--- src/rtl/ifetch_buf.sv ---
// Instruction-fetch unit: pipelined split-transaction bus front end feeding an in-order prefetch FIFO.
// Optional macro IFETCH_ERR_EN keeps a per-entry bus error flag and presents it on O_inst_err.
module ifetch_buf #(
    parameter int              ADDR_W          = 32,
    parameter int              INST_W          = 32,
    parameter int              FIFO_DEPTH      = 4,
    parameter int              MAX_OUTSTANDING = 2,
    parameter logic [ADDR_W-1:0] RESET_PC      = 32'h8000_0000
) (
    input  logic              clk,
    input  logic              rst_n,
    input  logic              I_flush,
    input  logic [ADDR_W-1:0] I_flush_addr,
    input  logic              I_bru_taken,
    input  logic [ADDR_W-1:0] I_bru_target,
    input  logic              I_jtag_halt,
    output logic              O_inst_valid,
    output logic [INST_W-1:0] O_inst,
    output logic [ADDR_W-1:0] O_inst_addr,
    output logic              O_inst_err,
    input  logic              I_inst_ready,
    output logic              O_ibus_req,
    output logic [ADDR_W-1:0] O_ibus_addr,
    input  logic              I_ibus_gnt,
    input  logic              I_ibus_rvalid,
    input  logic [INST_W-1:0] I_ibus_rdata,
    input  logic              I_ibus_err
);

    localparam int CW = $clog2(MAX_OUTSTANDING + 1);
    localparam int FW = $clog2(FIFO_DEPTH + 1);
    localparam int PW = $clog2(FIFO_DEPTH);
    localparam int QW = (MAX_OUTSTANDING > 1) ? $clog2(MAX_OUTSTANDING) : 1;
    localparam int SW = FW + 1;

    logic [ADDR_W-1:0] fpc_q, fpc_d;
    logic              halt_q;
    logic [CW-1:0]     live_q, live_d;
    logic [CW-1:0]     drop_q, drop_d;
    logic [QW-1:0]     aq_wr_q, aq_wr_d, aq_rd_q, aq_rd_d;
    logic [PW-1:0]     fifo_wr_q, fifo_wr_d, fifo_rd_q, fifo_rd_d;
    logic [FW-1:0]     fifo_cnt_q, fifo_cnt_d;

    logic [ADDR_W-1:0] aq_mem_q    [MAX_OUTSTANDING];
    logic [INST_W-1:0] fifo_inst_q [FIFO_DEPTH];
    logic [ADDR_W-1:0] fifo_pc_q   [FIFO_DEPTH];

    logic              redirect;
    logic [ADDR_W-1:0] redirect_tgt;
    logic              grant;
    logic              rsp_drop, rsp_live, rsp_any;
    logic              push, pop;
    logic [SW-1:0]     inflight, occupancy;

    assign redirect     = I_flush | I_bru_taken;
    assign redirect_tgt = (I_flush ? I_flush_addr : I_bru_target) & ~ADDR_W'(3);
    assign grant        = O_ibus_req & I_ibus_gnt;
    assign rsp_drop     = I_ibus_rvalid & (drop_q != '0);
    assign rsp_live     = I_ibus_rvalid & (drop_q == '0) & (live_q != '0);
    assign rsp_any      = rsp_drop | rsp_live;
    assign push         = rsp_live & ~redirect;
    assign pop          = O_inst_valid & I_inst_ready & ~redirect;

    // Issue only while every possible response already has a reserved FIFO slot.
    assign inflight   = SW'(live_q) + SW'(drop_q);
    assign occupancy  = SW'(live_q) + SW'(fifo_cnt_q);
    assign O_ibus_req = ~halt_q & (inflight < SW'(MAX_OUTSTANDING))
                                & (occupancy < SW'(FIFO_DEPTH));
    assign O_ibus_addr = fpc_q;

    assign O_inst_valid = (fifo_cnt_q != '0);
    assign O_inst       = O_inst_valid ? fifo_inst_q[fifo_rd_q] : '0;
    assign O_inst_addr  = O_inst_valid ? fifo_pc_q[fifo_rd_q] : '0;

    always_comb begin
        fpc_d      = fpc_q;
        live_d     = live_q;
        drop_d     = drop_q;
        aq_wr_d    = aq_wr_q;
        aq_rd_d    = aq_rd_q;
        fifo_wr_d  = fifo_wr_q;
        fifo_rd_d  = fifo_rd_q;
        fifo_cnt_d = fifo_cnt_q;

        if (grant) begin
            aq_wr_d = (aq_wr_q == QW'(MAX_OUTSTANDING - 1)) ? '0 : aq_wr_q + QW'(1);
        end
        if (rsp_any) begin
            aq_rd_d = (aq_rd_q == QW'(MAX_OUTSTANDING - 1)) ? '0 : aq_rd_q + QW'(1);
        end

        // A redirect turns every wanted request, including this cycle's grant, into one to discard.
        if (redirect) begin
            fpc_d      = redirect_tgt;
            live_d     = '0;
            drop_d     = drop_q + live_q + CW'(grant) - CW'(rsp_live) - CW'(rsp_drop);
            fifo_wr_d  = '0;
            fifo_rd_d  = '0;
            fifo_cnt_d = '0;
        end else begin
            if (grant) begin
                fpc_d = fpc_q + ADDR_W'(4);
            end
            live_d     = live_q + CW'(grant) - CW'(rsp_live);
            drop_d     = drop_q - CW'(rsp_drop);
            fifo_cnt_d = fifo_cnt_q + FW'(push) - FW'(pop);
            if (push) begin
                fifo_wr_d = fifo_wr_q + PW'(1);
            end
            if (pop) begin
                fifo_rd_d = fifo_rd_q + PW'(1);
            end
        end
    end

    always_ff @(posedge clk or negedge rst_n) begin
        if (!rst_n) begin
            fpc_q      <= RESET_PC;
            halt_q     <= 1'b1;
            live_q     <= '0;
            drop_q     <= '0;
            aq_wr_q    <= '0;
            aq_rd_q    <= '0;
            fifo_wr_q  <= '0;
            fifo_rd_q  <= '0;
            fifo_cnt_q <= '0;
        end else begin
            fpc_q      <= fpc_d;
            halt_q     <= I_jtag_halt;
            live_q     <= live_d;
            drop_q     <= drop_d;
            aq_wr_q    <= aq_wr_d;
            aq_rd_q    <= aq_rd_d;
            fifo_wr_q  <= fifo_wr_d;
            fifo_rd_q  <= fifo_rd_d;
            fifo_cnt_q <= fifo_cnt_d;
        end
    end

    always_ff @(posedge clk) begin
        if (grant) begin
            aq_mem_q[aq_wr_q] <= fpc_q;
        end
        if (push) begin
            fifo_inst_q[fifo_wr_q] <= I_ibus_rdata;
            fifo_pc_q[fifo_wr_q]   <= aq_mem_q[aq_rd_q];
        end
    end

`ifdef IFETCH_ERR_EN
    logic fifo_err_q [FIFO_DEPTH];

    always_ff @(posedge clk) begin
        if (push) begin
            fifo_err_q[fifo_wr_q] <= I_ibus_err;
        end
    end

    assign O_inst_err = O_inst_valid & fifo_err_q[fifo_rd_q];
`else
    logic unused_err;

    assign unused_err = I_ibus_err;
    assign O_inst_err = 1'b0;
`endif

endmodule

--- config.mk ---
export PLATFORM = sky130hd
export DESIGN_NAME = ifetch_buf
export DESIGN_NICKNAME = d
export VERILOG_FILES = /design/src/rtl/ifetch_buf.sv
export SDC_FILE = /design/constraint.sdc
export NUM_CORES = 1
export LEC_CHECK = 0
export BUFFER_PORTS_ARGS = -buffer_cell sky130_fd_sc_hd__buf_2
export CORE_ASPECT_RATIO = 1.25
export CORE_MARGIN = 2
export CORE_UTILIZATION = 50
export CTS_BUF_LIST = sky130_fd_sc_hd__clkbuf_8
export DETAILED_ROUTE_END_ITERATION = 8
export PLACE_DENSITY_LB_ADDON = 0.08
export SYNTH_ARGS = -nofsm -noshare
export SYNTH_HDL_FRONTEND = slang
export SYNTH_SLANG_ARGS = --single-unit
export TNS_END_PERCENT = 10
--- constraint.sdc ---
create_clock -name clk -period 9.5 [get_ports clk]
set_input_delay 1.425 -clock clk [delete_from_list [all_inputs] [get_ports clk]]
set_output_delay 1.425 -clock clk [all_outputs]
set_load 0.01 [all_outputs]
# ---- After elaboration in Yosys (flattened, before gate mapping)
# Memories as Yosys holds them, arrays and structs flattened.
# Index checks and enable logic that the tools add are counted.
dict set report totals {
  ff_bits 46
  latch_bits 0
  ram_bits 320
  rom_bits 0
  input_bits 105
  out_inout_bits 99
  word_cells 68
  memories 3
}
# name words width read_ports rd_ports_with_merged_regs wr line_no
set memory_table {}
lappend memory_table {fifo_inst_q 4 32 1 0 1 45} ;# logic [INST_W-1:0] fifo_inst_q [FIFO_DEPTH];
lappend memory_table {fifo_pc_q 4 32 1 0 1 46} ;# logic [ADDR_W-1:0] fifo_pc_q [FIFO_DEPTH];
lappend memory_table {aq_mem_q 2 32 1 0 1 44} ;# logic [ADDR_W-1:0] aq_mem_q [MAX_OUTSTANDING];
dict set report op_classes {
  add_sub_neg 16
  mul 0
  div_mod_pow 0
  order_cmp 2
  eq_ne 0
  shifts 0
  mux 18
  bitwise 13
  n_reduce_logical 7
}
# op count
set ops {}
lappend ops {{32-bit 2-to-1 mux} 5}
lappend ops {{32-bit by 3-bit adder with 32-bit output (second input constant)} 1}
lappend ops {{2-bit 2-to-1 mux} 6}
lappend ops {{2-bit nonzero test} 5}
lappend ops {{1-bit bitwise AND} 9}
lappend ops {{2-bit by 1-bit subtractor with 2-bit output} 4}
lappend ops {{1-bit 2-to-1 mux} 6}
lappend ops {{2-bit by 1-bit adder with 2-bit output} 2}
lappend ops {{2-bit by 1-bit adder with 2-bit output (second input constant)} 2}
lappend ops {{2-bit by 3-bit adder with 4-bit output} 1}
lappend ops {{4-bit by 3-bit less-than comparator with 1-bit output (second input constant)} 1}
lappend ops {{2-bit by 2-bit adder with 3-bit output} 1}
lappend ops {{3-bit by 1-bit adder with 3-bit output} 1}
lappend ops {{3-bit by 2-bit less-than comparator with 1-bit output (second input constant)} 1}
lappend ops {{3-bit 2-to-1 mux} 1}
lappend ops {{3-bit nonzero test} 1}
lappend ops {{3-bit by 1-bit subtractor with 3-bit output} 1}
lappend ops {{1-bit adder (second input constant)} 2}
lappend ops {{2-bit adder} 1}
lappend ops {{2-bit logical NOT} 1}
lappend ops {{1-bit NOT} 2}
lappend ops {{1-bit OR} 2}

# ---- Longest topological paths before layout
# Gate-level depths: netlist of run 1.
dict set report depth {
  ltp_word 9
  ltp_mapped 13
}

# ---- Worst setup path before layout of run 1
# Ideal clock, no wire load.
dict set report synth_timing {
  path_kind {input -> register}
  start {input port I_bru_taken}
  end {memory fifo_inst_q[0][0] (enable)}
  setup_time_ps 427
  arrival_time_ps 3524
  required_time_ps 9073
  path_slack_ps 5549
  path_stages 4
  path_buffers 2
  path_cell_list {buf_2 > nor2_1 > clkbuf_1 > and3_1}
}
dict set report synth_between {
  elab_chain_cells 5
}
# element line_no
set synth_lines {}
lappend synth_lines {{start, declared} 14} ;# input logic I_bru_taken,
lappend synth_lines {{1-bit OR} 55} ;# assign redirect = I_flush | I_bru_taken;
lappend synth_lines {{1-bit NOT} 61} ;# assign push = rsp_live & ~redirect;
lappend synth_lines {{1-bit bitwise AND} 61}
lappend synth_lines {{1-bit 2-to-1 mux} 144} ;# if (push) begin
lappend synth_lines {{1-bit 2-to-1 mux (implied by the code)} 145} ;# fifo_inst_q[fifo_wr_q] <= I_ibus_rdata;
lappend synth_lines {{end, declared} 45}
# No other way between the ends.

# ---- Worst setup path after layout of run 1
dict set report layout_timing {
  start {register fifo_rd_q[0]}
  end {output port O_inst[24]}
}
dict set report layout_between {
  elab_chain_cells 2
}
# element line_no
set layout_lines {}
lappend layout_lines {{start, declared} 41} ;# logic [PW-1:0] fifo_wr_q, fifo_wr_d, fifo_rd_q, fifo_rd_d;
lappend layout_lines {{start signal, assigned} 135} ;# fifo_rd_q <= fifo_rd_d;
lappend layout_lines {{memory 4 x 32 bit} -}
lappend layout_lines {{32-bit 2-to-1 mux} 72} ;# assign O_inst = O_inst_valid ? fifo_inst_q[fifo_rd_q] : '0;
lappend layout_lines {{end, declared} 18} ;# output logic [INST_W-1:0] O_inst,
# No other way between the ends.

==> results of run 1 <==
==> per-layer routing <==
layer	vias up	share of wire [%]	GRT usage (%)
li1	3680	-	-
met1	4081	42	25.8
met2	259	51	34.3
met3	41	4.9	3.77
met4	0	1.6	6.18
met5	-	0	0
==> state kept, by name (all words and copies together), names as in the netlist, 2 cells and up <==
register and count:
fifo_pc_q 120, aq_mem_q 60, live_q 2, fifo_inst_q 128, fifo_wr_q 2, fifo_cnt_q 3
drop_q 2, O_ibus_addr 30, fifo_rd_q 2
==> Yosys cell counts, types with 2 or more instances <==
master | instances | share of area [%]
a311oi_1 | 5 | 0.30
dfstp_2 | 2 | 0.36
buf_4 | 5 | 0.26
nand2_1 | 16 | 0.41
o21ai_0 | 15 | 0.52
a31oi_1 | 2 | 0.086
a41o_1 | 3 | 0.21
o22ai_1 | 27 | 1.2
buf_2 | 15 | 0.52
mux2i_1 | 4 | 0.27
nand4_1 | 4 | 0.17
clkbuf_1 | 26 | 0.67
xnor2_1 | 14 | 0.84
fa_1 | 5 | 0.69
ha_1 | 12 | 1.0
and3_1 | 12 | 0.52
inv_1 | 15 | 0.39
a211oi_1 | 4 | 0.21
and4b_1 | 3 | 0.21
nand3_1 | 12 | 0.41
a21oi_1 | 24 | 0.82
or2_2 | 3 | 0.13
edfxtp_1 | 308 | 63
nor2_1 | 38 | 0.98
nor3_1 | 8 | 0.27
mux2_2 | 31 | 2.4
nor4_4 | 2 | 0.29
and2_1 | 68 | 2.9
xor2_1 | 8 | 0.48
and4_1 | 5 | 0.30
dfrtp_1 | 42 | 7.2
mux4_2 | 62 | 9.6
o2bb2ai_1 | 5 | 0.30
buf_1 | 3 | 0.077
==> logic make-up after synthesis <==
family	share of synthesized area (%)
xor gates and xnor gates	1.32
AOI/OAI and AO/OA	4.17
and+or+nand+nor	7.49
DFF	71.0
muxes	12.2
other	0.0257
adders and majority gates	1.72
buffers and inverters	2.01
==> worst paths after layout <==
| check | from | to | slack (ns) | cells after the start |
|---|---|---|---|---|
| worst max-delay path | fifo_rd_q[0]$_DFFE_PN0P_ | O_inst[24] | 5.03 | 4 |
| worst min-delay path | aq_wr_q$_DFFE_PN0N_ | aq_wr_q$_DFFE_PN0N_ | 0.53 | 1 |
| worst max register to register | drop_q[0]$_DFF_PN0_ | aq_mem_q[0][4]$_DFFE_PP_ | 6.05 | 8 |
| worst min register to register | aq_wr_q$_DFFE_PN0N_ | aq_wr_q$_DFFE_PN0N_ | 0.53 | 1 |
| max in group asynchronous | rst_n | fifo_rd_q[0]$_DFFE_PN0P_ | 8.09 | 2 |
| min in group asynchronous | rst_n | O_ibus_addr[8]$_DFFE_PN0P_ | 0.94 | 2 |
==> final cells by class <==
cell class                      count  area, sq um  share of cell area [%]
Sequential cell                   352        10400                    61.5
Clock inverter                     35          141                   0.839
Timing Repair Buffer              201         1030                    6.09
Clock buffer                       58          798                    4.74
Tap cell                          390          488                    2.90
Multi-Input combinational cell    418         3970                    23.6
Inverter                           16         60.1                   0.357
==> stage by stage <==
step | utilization, % | std cells | hold slack [ns] | power [mW]
after floorplan | - | 836 | 0.460 | 2.11
after global placement | 55.7 | 1377 | 0.493 | 2.24
after detailed placement | 55.7 | 1377 | 0.524 | 2.24
after CTS | 58.9 | 1470 | 0.535 | 3.35
after global routing | 58.9 | 1470 | 0.561 | 3.46
final | 58.9 | 1470 | 0.532 | 3.31
==> power breakdown <==
group	switching (mW)	total, mW	internal (mW)
combinational	0.180	0.334	0.154
clock	0.546	1.10	0.556
sequential	0.0822	1.88	1.79
total	0.808	3.31	2.50
==> metrics, run 1 <==
worst slew pin tran=1.04 ns; IO buf count=193; pre-CTS setup slack=5.50 ns; Hold Fails Final Rpt=0; CTS clk-pin slew, worst paths=around 0.06 ns; DR pass1 iterations=5; Async SR Flop Fraction=12.5%; Final Cycle Share=47.1%; synth warn=0; CTS Buffer Depth=3; row cnt=between 60 and 70; status=completed; starting density of the core=51.0%; CTS Sinks=between 300 and 400; GPL Wtd Cong=0.857; Top Ports=204; post-synthesis sequential element count=approximately 350; CTS buffer count=53; DP HPWL=18000 um; final wirelength=30100 um; synthesized area=14600 sq um; first-pass GRT wire length=approximately 47000 um; relative slew slack=a little under a third; core area=28600 sq um; worst-path fanout max=48; crit path kind=reg -> out; post-synthesis cell type count=58; Crit. End Element=primary output; CP max stage delay=0.83 ns; # Max-Cap Violations=0; Worst EP required=8.08 ns; Min-Delay Path Class=reg -> reg; Worst Path Arrival=3.05 ns; share of cells above drive strength 1=35.3%; largest net degree at the start of global routing=66; Syn Area/Cell=about 18 sq um; Final Cell Area=16800 sq um; final worst setup slack=slightly above 5 ns; fmax=between 200 and 250 MHz; CP startpoint kind=flop; Worst VDD drop=103 uV; sequential cell area fraction in the yosys report=71.0%; # H-tree levels=2; drt drc=0; antenna cells=0; most common cell after layout, fill and taps aside=edfxtp_1; Layout area overhead=15.5%; postcts setup bufs=0; endpoints failing setup=0; clk_skew=0.0163 ns; commonest non-fill, non-tap cells in the layout=edfxtp_1 (308), buf_2 (193), and2_1 (68); via count=8061; power density cells=197 nW/um^2; crit-path leading delay family=buffers and inverters; Die ar.=30500 sq um; predominant post-synthesis flop cell=edfxtp_1; Fillers=2282; number of buffers and inverters on the critical path=2; vias per inst=5.48; Die X=between 150 and 200 um; worst skew pair latency=0.58 ns; Final ANT Viol Nets=0; final worst path period need=4.47 ns; post-placement cell area=15900 sq um; Avg WL per Cell=20.5 um; CTS tree=built; Syn Inst Count=832; gr usage total=20.0%; GRT overflow=0; final setup TNS=0 ns; Lkg Pwr=6.11 nW; root buffer cell=clkbuf_8; critical path, cell by cell=buf_4, mux4_2, and2_1, buf_2; die height=195 um; initial antenna violation count=0; initial DRC count=roughly 420; CTS Hold Bufs=0; nets=1164; vias in the first global route=8436; # resized after CTS=0; Slew Viols, Final=0; EDFF count, synth=308; Slowest cell on crit path=buf_4; RSZ-0062 raised after global routing=false
Note: power is estimated with default switching activity, not from simulation.
==> inputs of run 2 (changes only) <==
==> constraint.sdc (replaced) <==
create_clock -name clk -period 4.3 [get_ports clk]
set_input_delay 0.645 -clock clk [delete_from_list [all_inputs] [get_ports clk]]
set_output_delay 0.645 -clock clk [all_outputs]
set_load 0.01 [all_outputs]
==> metrics, run 2 (synthesized netlist as in run 1, its figures left out) <==
RSZ-0062 raised after global routing=false; Layout area overhead=15.8%; Tot Pwr=7.28 mW; core area=28600 sq um; crit path kind=reg -> out; # Max-Cap Violations=0; gr usage total=20.0%; worst skew pair latency=about 0.57 ns; # resized after CTS=0; CTS Sinks=352; fmax=306 MHz; CP startpoint kind=flop; GRT overflow=0; commonest non-fill, non-tap cells in the layout=edfxtp_1 (308), buf_2 (193), and2_1 (68); initial antenna violation count=0; initial DRC count=between 400 and 500; clk_skew=0.0136 ns; # H-tree levels=2; final wirelength=29900 um; CTS clk-pin slew, worst paths=0.06 ns; Worst Path Arrival=2.63 ns; vias in the first global route=8374; Final Cycle Share=76.1%; Lkg Pwr=6.09 nW; Fillers=about 2200; GPL Wtd Cong=0.860; row cnt=between 60 and 70; CTS tree=built; most common cell after layout, fill and taps aside=edfxtp_1; vias per inst=between 5 and 6; starting density of the core=51.0%; Worst VDD drop=182 uV; Die X=about 160 um; die height=195 um; share of cells above drive strength 1=35.2%; worst slew pin tran=1.06 ns; Die ar.=roughly 31000 sq um; final setup TNS=0 ns; Reg with most FFs=fifo_inst_q; CTS Hold Bufs=0; Top Ports=just over 200; CTS Buffer Depth=3; IO buf count=~190; worst-path fanout max=23; max FFs per register=128; endpoints failing setup=0; first-pass GRT wire length=46400 um; Slew Viols, Final=0; DP HPWL=between 15000 and 20000 um; Min-Delay Path Class=in -> reg; nets=~1200; multi-input logic area=3970 sq um; via count=8039; antenna cells=0; Worst EP required=roughly 3.7 ns; status=completed; Crit. End Element=primary output; largest net degree at the start of global routing=65; CTS buffer count=53; power density cells=431 nW/um^2; drt drc=0; postcts setup bufs=0; Hold Fails Final Rpt=0; Largest regs=fifo_inst_q: 128 flops, fifo_pc_q: 120 flops, aq_mem_q: 60 flops; root buffer cell=clkbuf_8; Avg WL per Cell=20.3 um; Final ANT Viol Nets=0; DR pass1 iterations=4; relative slew slack=29.1%; final worst path period need=3.27 ns; Storage cell area=10400 sq um
==> run 2: changes by cell type in the layout (fill, tap and decap cells not counted), sizes merged <==
cell and delta:
clkinv +12, buf +3, clkbuf -3, inv -8
==> run 2: metal layers <==
layer | up-vias | part of all wire (%) | global-route usage [%]
met2 | 277 | 50 | 33.4
li1 | 3692 | - | -
met5 | - | 0 | 0
met4 | 0 | 1.9 | 5.64
met3 | 46 | 6.1 | 3.92
met1 | 4024 | 42 | 26.7
==> run 2: final timing paths <==
check                      slack (ns)  depth (start not counted)                         end                      from
max                              1.03                          4             O_inst_addr[25]  fifo_rd_q[0]$_DFFE_PN0P_
min                              0.17                          1            halt_q$_DFF_PN1_               I_jtag_halt
max reg2reg                      1.26                         12         live_q[1]$_DFF_PN0_       drop_q[0]$_DFF_PN0_
min reg2reg                      0.51                          1         aq_wr_q$_DFFE_PN0N_       aq_wr_q$_DFFE_PN0N_
max in group asynchronous        3.26                          1    fifo_rd_q[0]$_DFFE_PN0P_                     rst_n
min in group asynchronous        0.27                          1  O_ibus_addr[4]$_DFFE_PN0P_                     rst_n
==> run 2: area by class of cell <==
class | instances | share of cell area (%)
inverters | 16 | 0.356
well taps | 390 | 2.89
flip-flops and latches | 352 | 61.4
repair buffers | 204 | 6.43
clock inverters | 39 | 0.942
clock buffers | 55 | 4.49
multi-input cells | 418 | 23.5
==> run 2: metrics by stage <==
step / cells / util (%) / instance area [sq um] / worst slack, ns / hold slack [ns]
after detailed placement: 1380 / 55.9 / 16000 / 1.16 / 0.501
after floorplan: 836 / - / 14600 / 0.867 / 0.349
final: 1474 / 59.1 / 16900 / 1.03 / 0.171
after global routing: 1474 / 59.1 / 16900 / 0.840 / 0.129
after CTS: 1474 / 59.1 / 16900 / 0.916 / 0.125
after global placement: 1380 / 55.9 / 16000 / 1.20 / 0.500
==> run 2: power breakdown <==
part / leakage (nW) / switching (mW) / total (mW) / internal [mW]
Sequential: 3.28 / 0.127 / 4.09 / 3.96
Clock: 0.524 / 1.21 / 2.39 / 1.18
Combinational: 2.29 / 0.453 / 0.799 / 0.346
==> run 2: worst max-delay path, cell delays in order, from the launching register on <==
cell     delay [ns]
dfrtp_4        0.76
buf_4          0.40
mux4_2         0.53
and2_1         0.19
buf_2          0.14
==> inputs of run 3 (changes only) <==
--- a/config.mk
+++ b/config.mk
@@ -5,6 +5,7 @@
 export SDC_FILE = /design/constraint.sdc
 export NUM_CORES = 1
 export LEC_CHECK = 0
+export ABC_AREA = 1
 export BUFFER_PORTS_ARGS = -buffer_cell sky130_fd_sc_hd__buf_2
 export CORE_ASPECT_RATIO = 1.25
 export CORE_MARGIN = 2
==> constraint.sdc (replaced) <==
create_clock -name clk -period 3.18 [get_ports clk]
set_input_delay 0.477 -clock clk [delete_from_list [all_inputs] [get_ports clk]]
set_output_delay 0.477 -clock clk [all_outputs]
set_load 0.01 [all_outputs]
==> metrics, run 3 <==
final setup TNS=0 ns; post-synthesis cell type count=36; Worst Path Arrival=2.34 ns; Hold Fails Final Rpt=0; reg-to-reg setup timing slack=around 0.42 ns; Worst EP required=2.70 ns; Top Ports=around 200; commonest non-fill, non-tap cells in the layout=nor2_1 (369), edfxtp_1 (308), buf_2 (193); top cells by area, synth=edfxtp_1 (61%), nor2_1 (9.3%), dfrtp_1 (6.9%); top-count cell post-synth=nor2_1; status=completed; fmax=355 MHz; Lkg Pwr=6.85 nW; via count=~10000; Final ANT Viol Nets=0; max FFs per register=approximately 130; Util after Layout=approximately 60%; post-placement cell area=between 15000 and 20000 sq um; Final Cycle Share=88.7%; CTS tree=built; Reg with most FFs=fifo_inst_q; Worst VDD drop=297 uV; CTS clk-pin slew, worst paths=0.06 ns; post-synthesis sequential element count=352; first-pass GRT wire length=between 50000 and 60000 um; predominant post-synthesis flop cell=edfxtp_1; Layout area overhead=16.3%; Tot Pwr=10.1 mW; worst slew pin tran=0.905 ns; final worst setup slack=0.361 ns; Syn Inst Count=1367; Min-Delay Path Class=in -> async; EDFF count, synth=308; endpoints failing setup=0; Async SR Flop Fraction=approximately 13%; Crit. End Element=primary output; share of cells above drive strength 1=21.4%; CTS Sinks=352; final wirelength=33500 um; synthesized area=15200 sq um; DP HPWL=20500 um; Largest regs=fifo_inst_q: 128 flops, fifo_pc_q: 120 flops, aq_mem_q: 60 flops; Syn Area/Cell=11.1 sq um; drt drc=0; starting density of the core=between 50% and 60%; final worst path period need=2.82 ns; RSZ-0062 raised after global routing=false; GPL Wtd Cong=0.818; # resized after CTS=0; pre-CTS setup slack=0.442 ns; Die ar.=31800 sq um; vias in the first global route=slightly above 10000; worst skew pair latency=0.58 ns; largest net degree at the start of global routing=99; relative slew slack=39.7%; initial DRC count=624; CTS Buffer Depth=3; area leader, netlist=edfxtp_1; gr usage total=between 20% and 30%; row cnt=71; antenna cells=0; CP startpoint kind=flop; Post-synth top cells=nor2_1 (375), edfxtp_1 (308), o21ai_0 (157); nets=1693; IO buf count=roughly 190; top cell type's share of synthesized area=60.9%; DR pass1 iterations=4; Reg2Reg Capture Point=drop_q[1]$_DFF_PN0_; power density cells=572 nW/um^2; vias per inst=about 5.2; most common cell after layout, fill and taps aside=nor2_1; root buffer cell=clkbuf_8; reg2reg start=live_q[1]$_DFF_PN0_; crit path kind=reg -> out; Fillers=2590; Slew Viols, Final=0; # H-tree levels=2; worst-path fanout max=30; core area=30000 sq um; Die X=160 um; Final Cell Area=17700 sq um; GRT overflow=0; Avg WL per Cell=16.6 um; CTS buffer count=51; die height=199 um; clk_skew=roughly 0.026 ns; # Max-Cap Violations=0; synth warn=0; sequential cell area fraction in the yosys report=roughly 70%; Worst R2R Path Depth=9; initial antenna violation count=0
-- run 3: cell types whose count changed after synthesis, moves of 62 or more --
cell,before,now
mux4_2,62,0
and2_1,68,2
a21oi_1,24,103
nor2_1,38,375
o21ai_0,15,157
nand2_1,16,112
-- run 3: per-stage QoR --
step,instances,hold slack [ns]
after global placement,1918,0.527
after detailed placement,1918,0.548
after floorplan,1371,0.181
final,2012,0.0322
after CTS,2012,0.0265
after global routing,2012,0.0783
-- run 3: report_power, final --
part	total [mW]	switching, mW	internal [mW]
logic	1.20	0.703	0.496
registers	5.60	0.196	5.40
clock network	3.30	1.63	1.67
-- run 3: layout make-up --
type / count / area, sq um / area share, %
tap: 401 / 502 / 2.84
timing repair buffer: 221 / 1330 / 7.53
inverter: 61 / 229 / 1.30
sequential: 352 / 10400 / 58.7
clock inverter: 38 / 180 / 1.02
multi-input combinational: 884 / 4300 / 24.3
clock buffer: 55 / 757 / 4.29
-- run 3: how the worst max path moves through the flow --
| stage | from | endpoint | depth (start not counted) |
|---|---|---|---|
| 5_1_grt | fifo_rd_q[0]$_DFFE_PN0P_ | O_inst_addr[12] | 6 |
| 3_5_place_dp | live_q[1]$_DFF_PN0_ | drop_q[1]$_DFF_PN0_ | 9 |
| 6_report | fifo_rd_q[0]$_DFFE_PN0P_ | O_inst_addr[21] | 6 |
| 3_3_place_gp | live_q[1]$_DFF_PN0_ | drop_q[1]$_DFF_PN0_ | 9 |
| 2_1_floorplan | I_bru_taken | fifo_inst_q[0][0]$_DFFE_PP_ | 6 |
| 4_1_cts | fifo_rd_q[0]$_DFFE_PN0P_ | O_inst_addr[12] | 6 |
-- run 3: cells by family (layout without fill, tap and decap cells) --
family / count (synthesis) / after routing / share of synthesized area, %
muxes: 31 / 31 / 2.29
AOI/OAI and AO/OA: 270 / 270 / 9.02
adders and majority gates: 17 / 17 / 1.65
DFF: 352 / 352 / 68.2
and+or+nand+nor: 551 / 551 / 14.4
xor gates and xnor gates: 10 / 10 / 0.577
other: 1 / 5 / 0.0247
buffers and inverters: 135 / 375 / 3.82
-- run 3: worst max-delay path, cell delays in order (launching register included) --
cell and delay (ns):
dfrtp_4 0.62, buf_4 0.38, nor2_1 0.09, nor2_1 0.09
o21ai_0 0.09, a21oi_1 0.30, buf_2 0.20
-- run 3: timing repair --
item	CTS	global route
setup buffers	0	0
hold endpoints to repair	1	0
hold buffers	1	0
-- run 3: routing by layer --
layer / track usage, % / part of all wire [%] / vias up
met5: 0 / 0 / -
met4: 7.51 / 2.6 / 0
met3: 3.65 / 4.9 / 59
met2: 39.1 / 51 / 274
met1: 25.8 / 42 / 4928
li1: - / - / 5119
